File: src/rtl/pixel_frame_writer.sv
// Pixel frame writer: streams decoded 3-bit pixels into the frame buffer write port,
// with frame completion, bulk clear and optional bank ping-pong (PFW_DOUBLE_BUFFER_EN).
module pixel_frame_writer #(
    parameter int IMG_W  = 128,
    parameter int IMG_H  = 64,
    parameter int ADDR_W = 13
) (
    input  logic              clk,
    input  logic              rst_n,
    input  logic [2:0]        pixel_data,
    input  logic              pixel_valid,
    output logic              pixel_ready,
    input  logic              clear_req,
    output logic              mem_we,
    output logic [ADDR_W-1:0] mem_waddr,
    output logic [2:0]        mem_wdata,
    output logic              mem_wbank,
    output logic              disp_bank,
    output logic              frame_done,
    output logic [7:0]        frame_count,
    output logic              busy
);

    localparam int PIXELS = IMG_W * IMG_H;
    localparam logic [ADDR_W-1:0] LAST_ADDR = ADDR_W'(PIXELS - 1);

    typedef enum logic [1:0] {
        RECV  = 2'd0,
        SWAP  = 2'd1,
        CLEAR = 2'd2
    } state_t;

    state_t            state, state_d;
    logic [ADDR_W-1:0] addr, addr_d;
    logic              we_d;
    logic [ADDR_W-1:0] waddr_d;
    logic [2:0]        wdata_d;
    logic              done_d;
    logic [7:0]        count_d;
    logic              busy_d;

    assign pixel_ready = (state == RECV);

`ifdef PFW_DOUBLE_BUFFER_EN
    logic bank_q, bank_d;

    // A single bank bit keeps the write and display banks complementary by construction.
    assign mem_wbank = bank_q;
    assign disp_bank = ~bank_q;
`else
    assign mem_wbank = 1'b0;
    assign disp_bank = 1'b0;
`endif

    always_comb begin
        state_d = state;
        addr_d  = addr;
        we_d    = 1'b0;
        waddr_d = mem_waddr;
        wdata_d = mem_wdata;
        done_d  = 1'b0;
        count_d = frame_count;
        busy_d  = 1'b0;
`ifdef PFW_DOUBLE_BUFFER_EN
        bank_d  = bank_q;
`endif
        case (state)
            RECV: begin
                if (clear_req) begin
                    // First clear write (address 0) issues on the same edge that leaves RECV.
                    state_d = CLEAR;
                    we_d    = 1'b1;
                    waddr_d = '0;
                    wdata_d = '0;
                    busy_d  = 1'b1;
                    addr_d  = ADDR_W'(1);
                end else if (pixel_valid) begin
                    we_d    = 1'b1;
                    waddr_d = addr;
                    wdata_d = pixel_data;
                    if (addr == LAST_ADDR) begin
                        addr_d  = '0;
                        state_d = SWAP;
                    end else begin
                        addr_d = addr + ADDR_W'(1);
                    end
                end
            end
            SWAP: begin
                done_d  = 1'b1;
                count_d = frame_count + 8'd1;
`ifdef PFW_DOUBLE_BUFFER_EN
                bank_d  = ~bank_q;
`endif
                state_d = RECV;
            end
            CLEAR: begin
                if (mem_waddr == LAST_ADDR) begin
                    state_d = RECV;
                    addr_d  = '0;
                end else begin
                    we_d    = 1'b1;
                    waddr_d = addr;
                    wdata_d = '0;
                    busy_d  = 1'b1;
                    addr_d  = addr + ADDR_W'(1);
                end
            end
            default: state_d = RECV;
        endcase
    end

    always_ff @(posedge clk or negedge rst_n) begin
        if (!rst_n) begin
            state       <= RECV;
            addr        <= '0;
            mem_we      <= 1'b0;
            mem_waddr   <= '0;
            mem_wdata   <= '0;
            frame_done  <= 1'b0;
            frame_count <= '0;
            busy        <= 1'b0;
`ifdef PFW_DOUBLE_BUFFER_EN
            bank_q      <= 1'b0;
`endif
        end else begin
            state       <= state_d;
            addr        <= addr_d;
            mem_we      <= we_d;
            mem_waddr   <= waddr_d;
            mem_wdata   <= wdata_d;
            frame_done  <= done_d;
            frame_count <= count_d;
            busy        <= busy_d;
`ifdef PFW_DOUBLE_BUFFER_EN
            bank_q      <= bank_d;
`endif
        end
    end

endmodule

File: config.mk
export PLATFORM = sky130hd
export DESIGN_NAME = pixel_frame_writer
export DESIGN_NICKNAME = d
export VERILOG_FILES = /design/src/rtl/pixel_frame_writer.sv
export SDC_FILE = /design/constraint.sdc
export NUM_CORES = 1
export LEC_CHECK = 0
export CORE_ASPECT_RATIO = 0.9
export CORE_MARGIN = 5
export CORE_UTILIZATION = 30
export DETAILED_ROUTE_END_ITERATION = 10
export HOLD_SLACK_MARGIN = 0.12
export PLACE_DENSITY_LB_ADDON = 0.12
export SYNTH_ARGS = -nofsm -noshare
export SYNTH_HDL_FRONTEND = slang
export SYNTH_SLANG_ARGS = --single-unit
export TNS_END_PERCENT = 30
File: constraint.sdc
create_clock -name clk -period 1.9 [get_ports clk]
set_clock_uncertainty 0.15 [all_clocks]
set_input_delay 0.38 -clock clk [delete_from_list [all_inputs] [get_ports clk]]
set_output_delay 0.38 -clock clk [all_outputs]
set_load 0.01 [all_outputs]
# Word level (Yosys, flattened, before mapping)
# Index checks and enable logic that the tools add are counted.
totals:
  register_bits: 42
  word_cells: 48
  inputBits: 7
op_classes:
  eq_ne: 8
  reduce_logical: 5
  mux: 25
  addsub: 2
ops:
  columns: ["operator", "count"]
  rows:
  - ["2-to-1 mux 13 bit", 7]
  - ["case mux 13 bit (2 select lines)", 2]
  - ["== test 13 bit (second input constant)", 2]
  - ["adder 13 x 1 -> 13 bit (second input constant)", 1]
  - ["2-to-1 mux 3 bit", 3]
  - ["adder 8 x 1 -> 8 bit (second input constant)", 1]
  - ["2-to-1 mux 2 bit", 4]
  - ["case mux 3 bit (2 select lines)", 1]
  - ["AND reduction 3 bit", 2]
  - ["2-to-1 mux 1 bit", 5]
  - ["!= test 2 bit (second input constant)", 2]
  - ["case mux 1 bit (2 select lines)", 2]
  - ["case mux 2 bit (2 select lines)", 1]
  - ["!= test 3 x 1 -> 1 bit (second input constant)", 1]
  - ["!= test 3 x 2 -> 1 bit (second input constant)", 1]
  - ["== test 2 x 1 -> 1 bit (second input constant)", 1]
  - ["== test 2 bit (second input constant)", 1]
  - ["zero test 2 bit", 1]
  - ["AND reduction 2 bit", 1]
  - ["nonzero test 2 bit", 1]

# Logic depth before layout (Yosys ltp)
# Gate-level depths: netlist of the first run.
depth:
  word_depth: 5
  depth_mapped: 6
  mapped_depth_nobuf: 6

# Least setup slack after synthesis of the first run
# OpenSTA, ideal clock, no wires.
synth_timing:
  path_kind: "reg-to-reg"
  start: "register addr[0]"
  end: "register addr[7]"
  arrival_ns: 1.612
  path_stages_with_launch: 7
  setup_time_ns: 0.121
  t_required_ns: 1.629
  n_path_buf: 0
  path_slack_ns: 0.018
  cell_sequence: "dfrtp_1 ha_1 nand3_2 nor4_4 o22a_4 o21ai_1 a22o_1"
synth_via:
  elab_chain_cells: 5
synth_rtl:
  columns: ["item", "line_no", "text"]
  rows:
  - ["start, declared", "34", "logic [ADDR_W-1:0] addr, addr_d;"]
  - ["start signal, assigned", "128", "addr <= addr_d;"]
  - ["adder 13 x 1 -> 13 bit / == test 13 bit (equally long branches)", "85, 106, 81", null]
  - ["2-to-1 mux 13 bit", "81", "if (addr == LAST_ADDR) begin"]
  - ["2-to-1 mux 13 bit", "77", "end else if (pixel_valid) begin"]
  - ["2-to-1 mux 13 bit", "69", "if (clear_req) begin"]
  - ["case mux 13 bit (2 select lines) *", "67", "case (state)"]
# Mark *: on every way between the ends. The rest lies on a longest branch, timed or not. The select of a mux whose other input is x is not followed.
# A chain may end at the register's enable or synchronous reset.

# Final worst setup path of the first run
layout_timing:
  start: "register addr[1]"
  end: "register addr[7]"
# Same word-level chain as after synthesis.

==> run metrics, run 1 <==
status completed; largest net degree at the start of global routing 23; Horiz. Die Dim 94.9 um; CP Capture Type flip-flop; sw frac 0.299; RSZ-0062 raised after global routing yes; dpl hpwl 4070 um; Pins Over Slew Limit 0; Reg-to-Reg Start addr[1]; achievable clock frequency 0.531 GHz; WP data arrival approximately 1.9 ns; H-tree depth 2; Crit path largest cell delay 0.40 ns; clock share of power 0.233; Comb pwr share 0.322; metal3 WL approximately 240 um; Routed WL per cell around 15 um; most common cell after layout, fill and taps aside buf_4; kind of critical path flip-flop to flip-flop; first-pass GRT wire length 8460 um; post-synthesis sequential area ratio 0.541; final hold viol count 0; Min-Delay Path Class flip-flop to flip-flop; DRC Markers 0; Detailed Route WL 5100 um; FF+latch count, synth 42; pre-CTS WS -0.352 ns; vias in the first global route 1683; Final ANT Viol Nets 0; number of vias per cell about 4.8; die height about 86 um; Int Pwr 1.71 mW; LEAKAGE 1.34 nW; worst slew pin tran 0.504 ns; CTS tree yes; Final Non-Filler Cells approximately 350; Hold Crit Start frame_count[7]; Worst Hold Depth 1; met1 wire length 2390 um; Worst Hold End frame_count[7]; Met2 Routed Length 2410 um; initial antenna violation count 0; share of the synthesized area in the top cell type 0.541; Synth Cell Area 1940 um2; top post-synthesis cells by area dfrtp_1 (54%), a22o_1 (9.0%), nand2_1 (3.5%), nand3_1 (2.8%), xnor2_1 (2.3%); Clk Latency, worst-skew pair between 0.2 and 0.3 ns; Top Ports 37; die area 8190 um2; path depth of the worst reg2reg path 6; Worst-path clk slew 0.08 ns; critical path's slowest cell dfrtp_1; leading area contributor after synthesis dfrtp_1; CP Max Fanout 7; Reg-to-Reg End addr[7]; Psw ~0.73 mW; Syn Inst Count 173; final worst path period share 0.992; CTS Buf Count 5; Congestion Overflow GR 0; critical-path cell list ha_4 > nand3_4 > nor4_4 > o22a_4 > o21ai_1 > a22o_1; Slew headroom 0.664; Pwr Total 2.45 mW; input/output buffers 34; mean post-synth cell area between 10 and 15 um2; commonest non-fill, non-tap cells in the layout buf_4 (45), dfrtp_1 (42), clkdlybuf4s50_1 (32); Worst Setup Slack, final 0.0161 ns; pwr dens ~840 nW/um2; post-synth cell types 44; Max clock buf depth 2; fin crit period around 1.9 ns; Placer Congestion 0.821; WP data required 1.94 ns; 1st-iter DRT viols 80; Nets 266; DR top layer met4; num rows 27; maximum vdd drop roughly 0.36 mV; Initial DRT Pass Iterations 4; dpl cells 331; # diodes 0; Sequential Power Share 0.445; Initial Util 0.313; clk root buf clkbuf_8; share of post-route cells with drive strength above 1 0.295; Area Growth Syn to Fin 49.0%; Max Cap Viol 0; warnings from Yosys 0; vias post-DR 1646; clk sinks 42; Sum Neg Setup Slack 0 ns; startpoint types flip-flop; Placeable Area 6220 um2; flop2flop setup slack 0.02 ns; final setup vio count 0; All-Layer GR Usage 0.133
per-stage QoR:
stage	area [um2]	util	hold WS, ns
6_report	2900	0.466	0.349
5_1_grt	2900	0.466	0.365
4_1_cts	2790	0.448	0.355
3_5_place_dp	2690	0.432	0.232
3_3_place_gp	2690	0.432	0.213
2_1_floorplan	1950	-	-0.0656
cell usage after synthesis, drive strengths merged:
library cell,instances
and3,4
nand2b,2
nor4,4
inv,4
conb,1
nand4,3
o22a,2
o2bb2ai,2
nor2b,2
mux2,1
a21oi,3
a21o,2
a22o,20
or3,1
and4,1
o221ai,1
nand2,19
o211a,1
or2,2
nand3b,1
o22ai,2
o21ai,7
buf,5
and2,1
xor2,2
xnor2,5
mux2i,1
nor3,4
ha,2
nand3,13
dfrtp,42
o311ai,3
clkbuf,1
nor2,9
critical path: cells and delay by family, from the launching register on:
family | cells | cell delay [ns]
adders and majority gates | 1 | 0.18
DFF | 1 | 0.40
and+or+nand+nor | 2 | 0.47
AOI/OAI and AO/OA | 3 | 0.57
cells by family (layout without fill, tap and decap cells):
logic type | count (synthesis) | after routing | share of synthesized area
buf+inv | 10 | 94 | 0.0251
other cells | 1 | 2 | 0.00193
mux | 2 | 2 | 0.0109
compound gates | 43 | 43 | 0.179
flops | 42 | 42 | 0.541
xor+xnor | 7 | 7 | 0.0315
simple gates | 66 | 66 | 0.198
fa+ha+maj | 2 | 2 | 0.0129
registers in the layout, summed over array words and instances, names as in the netlist:
name         cells
addr            13
mem_wdata        3
state            2
frame_count      8
mem_we           1
frame_done       1
mem_waddr       13
busy             1
worst max-delay path by stage:
stage	from	endpoint
floorplan	addr[0]	addr[7]
global placement	pixel_valid	mem_waddr[12]
detailed placement	pixel_valid	mem_waddr[6]
CTS	mem_waddr[1]	addr[4]
global route	addr[1]	addr[7]
finish	addr[1]	addr[7]
power groups by stage:
stage / Clock, mW / Sequential (mW) / Combinational [mW]
floorplan: 0 / 1.16 / 0.210
global placement: 0 / 1.09 / 0.702
detailed placement: 0 / 1.09 / 0.720
CTS: 0.581 / 1.08 / 0.722
global route: 0.616 / 1.11 / 0.868
finish: 0.570 / 1.09 / 0.786
routing by layer:
metal	global-route usage	vias up
li1	-	805
met1	0.177	804
met2	0.217	32
met3	0.0321	5
met4	0.0380	0
met5	0	-
repair_timing:
item / in CTS / in global routing
setup buffers: 0 / 5
pin swaps: 1 / 8
gates cloned: 0 / 0
endpoints found under the hold margin: 20 / 0
endpoints found under the setup margin: 24 / 24
resized for setup: 3 / 13
hold buffers: 1 / 0
cell type report:
cell class / count / area (um2)
inverter: 4 / 15.0
timing repair buffer: 82 / 713
multi-input combinational: 122 / 922
tap: 87 / 109
clock buffer: 6 / 72.6
fill: 617 / 3320
clock inverter: 2 / 13.8
sequential: 42 / 1050
Note: power is estimated with default switching activity, not from simulation.
==> run 2: changes to the inputs <==
--- a/config.mk
+++ b/config.mk
@@ -10,6 +10,7 @@
 export CORE_UTILIZATION = 30
 export DETAILED_ROUTE_END_ITERATION = 10
 export HOLD_SLACK_MARGIN = 0.12
+export MAX_ROUTING_LAYER = met4
 export PLACE_DENSITY_LB_ADDON = 0.12
 export SYNTH_ARGS = -nofsm -noshare
 export SYNTH_HDL_FRONTEND = slang
==> run 2 against run 1 <==
Against the previous run:
- sequential power hardly changed
- critical path depth did not move
- sequential share of layout area rose by 0.25 points
- via count grew 3.5%
- first-iteration DRC count fell by 1.3%
- clock power grew 1%
- non-clock buffer count down 2
- register-to-register slack barely moved
- hold slack worse by 0.017 ns
- final area is 0.56% lower
- final cell count decreased by 0.58%
==> run metrics, run 2 (synthesis results as in run 1) <==
status completed (unchanged); kind of critical path flip-flop to flip-flop (unchanged); Placer Congestion 0.825 (was 0.821); RSZ-0062 raised after global routing yes (unchanged); Congestion Overflow GR 0 (unchanged); commonest non-fill, non-tap cells in the layout buf_4 (43), dfrtp_1 (41), clkdlybuf4s50_1 (32) (was buf_4 (45), dfrtp_1 (42), clkdlybuf4s50_1 (32)); H-tree depth 2 (unchanged); achievable clock frequency 0.533 GHz (was 0.531 GHz); Min-Delay Path Class flip-flop to flip-flop (unchanged); CP Max Fanout 7 (unchanged); final instance area 2880 um2 (was 2900 um2); 1st-iter DRT viols 79 (was 80); Hold Crit Start frame_count[7] (unchanged); Max Cap Viol 0 (unchanged); final setup vio count 0 (unchanged); fin crit period 1.88 ns (about the same); Detailed Route WL 5180 um (was 5100 um); share of post-route cells with drive strength above 1 0.297 (was 0.295); Top Registers addr: 13 flops, mem_waddr: 13 flops, frame_count: 8 flops (unchanged); Nets 264 (was 266); die height 86.4 um (unchanged); Reg-to-Reg Start addr[0] (was addr[1]); number of vias per cell 4.97 (was 4.77); largest net degree at the start of global routing 23 (unchanged); Slew headroom 0.559 (was 0.664); Worst Setup SP addr[0] (was addr[1]); DRC Markers 0 (unchanged); input/output buffers 34 (unchanged); startpoint types flip-flop (unchanged); most common cell after layout, fill and taps aside buf_4 (unchanged); Initial DRT Pass Iterations 4 (unchanged); CTS tree yes (unchanged); Crit path largest cell delay 0.40 ns (about the same); dpl cell area 2690 um2 (unchanged); vias post-DR 1703 (was 1646); All-Layer GR Usage 0.140 (was 0.133); critical-path cell list ha_4 > nand3_4 > nor4_4 > o22a_4 > nor2_4 > a22o_1 (was ha_4 > nand3_4 > nor4_4 > o22a_4 > o21ai_1 > a22o_1); Initial Util 0.313 (unchanged); worst slew pin tran 0.661 ns (was 0.504 ns); Placeable Area 6220 um2 (unchanged); # fillers 622 (was 617); num rows 27 (unchanged); Worst-path clk slew 0.08 ns (about the same); CP Capture Type flip-flop (unchanged); final worst path period share 0.987 (was 0.992); Routed WL per cell 15.1 um (was 14.8 um); initial antenna violation count 0 (unchanged); Min Hold Slack 0.332 ns (was 0.349 ns); Worst Path Buf+Inv 0 (unchanged); LEAKAGE 1.33 nW (was 1.34 nW); final core occ 0.463 (was 0.466); Final ANT Viol Nets 0 (unchanged); clk sinks 42 (unchanged); WP data required 1.94 ns (about the same); Pins Over Slew Limit 0 (unchanged); maximum vdd drop 0.447 mV (was 0.357 mV); first-pass GRT wire length 8510 um (was 8460 um); # diodes 0 (unchanged); delay-heaviest family, CP simple AND/OR/NAND/NOR gates (was compound AO/OA/AOI/OAI gates); die area 8190 um2 (unchanged); critical path's slowest cell dfrtp_1 (unchanged); dpl cells 331 (unchanged); clk root buf clkbuf_8 (unchanged); final hold viol count 0 (unchanged); vias in the first global route 1706 (was 1683); Max clock buf depth 2 (unchanged); dpl hpwl 3960 um (was 4070 um); pwr dens 842 nW/um2 (was 844 nW/um2); Horiz. Die Dim 94.9 um (unchanged); Area Growth Syn to Fin 48.1% (was 49.0%); Clk Latency, worst-skew pair 0.30 ns (was 0.29 ns); WP data arrival 1.91 ns (was 1.92 ns); Final Non-Filler Cells 343 (was 345); CTS Buf Count 5 (unchanged); Top Ports 37 (unchanged)
run 2: worst reg2reg max path: cells and delay by family (launching register included):
kind	cells	cell delay, ns
DFF	1	0.40
AOI/OAI and AO/OA	2	0.49
adders and majority gates	1	0.18
and+or+nand+nor	3	0.54
run 2: path summary, 6_finish.rpt:
kind / endpoint / slack, ns / cells after the start
worst max-delay path: addr[6] / 0.02 / 6
worst min-delay path: frame_count[7] / 0.33 / 1
worst max register to register: addr[6] / 0.02 / 6
worst min register to register: frame_count[7] / 0.33 / 1
max in group asynchronous: state[1] / 0.65 / 3
min in group asynchronous: mem_wdata[2] / 0.44 / 2
run 2: report_power, final:
part | switching, mW | internal (mW)
clock network | 0.316 | 0.259
registers | 0.0852 | 1.01
logic | 0.334 | 0.421
total | 0.735 | 1.69
run 2: area by class of cell:
type	instances	area [um2]	area share
repair buffers	80	698	0.242
well taps	87	109	0.0378
multi-input cells	122	920	0.319
clock buffers	6	72.6	0.0252
clock inverters	2	13.8	0.00478
inverters	4	15.0	0.00521
flip-flops and latches	42	1050	0.365
run 2: timing repair:
item                                    in CTS  in global routing
pin swaps                                    2                 10
endpoints found under the hold margin       20                  0
setup buffers                                0                  3
endpoints found under the setup margin      21                 20
resized for setup                            8                 10
hold buffers                                 1                  0
run 2: metrics by stage:
| step | TNS (ns) | setup WS (ns) | total power, mW |
|---|---|---|---|
| after floorplan | 0 | 0.0175 | 1.37 |
| after global placement | -5.27 | -0.303 | 1.79 |
| after detailed placement | -6.28 | -0.371 | 1.81 |
| after CTS | 0 | 0.00991 | 2.43 |
| after global routing | -0.283 | -0.0595 | 2.56 |
| final | 0 | 0.0241 | 2.42 |
run 2: per-layer routing:
metal  track usage  vias to the layer above  part of all wire
met5             -                        -                 0
met4        0.0459                        0             0.014
met3        0.0321                        6             0.042
met2         0.220                       35              0.48
met1         0.177                      860              0.47
li1              -                      802                 -
==> run 3: changes to the inputs <==
--- a/config.mk
+++ b/config.mk
@@ -8,6 +8,7 @@
 export CORE_ASPECT_RATIO = 0.9
 export CORE_MARGIN = 5
 export CORE_UTILIZATION = 30
+export CTS_CLUSTER_DIAMETER = 150
 export DETAILED_ROUTE_END_ITERATION = 10
 export HOLD_SLACK_MARGIN = 0.12
 export MAX_ROUTING_LAYER = met4
==> results of run 3 <==
The final DEF is identical to that of run 2; final timing and power are the same.
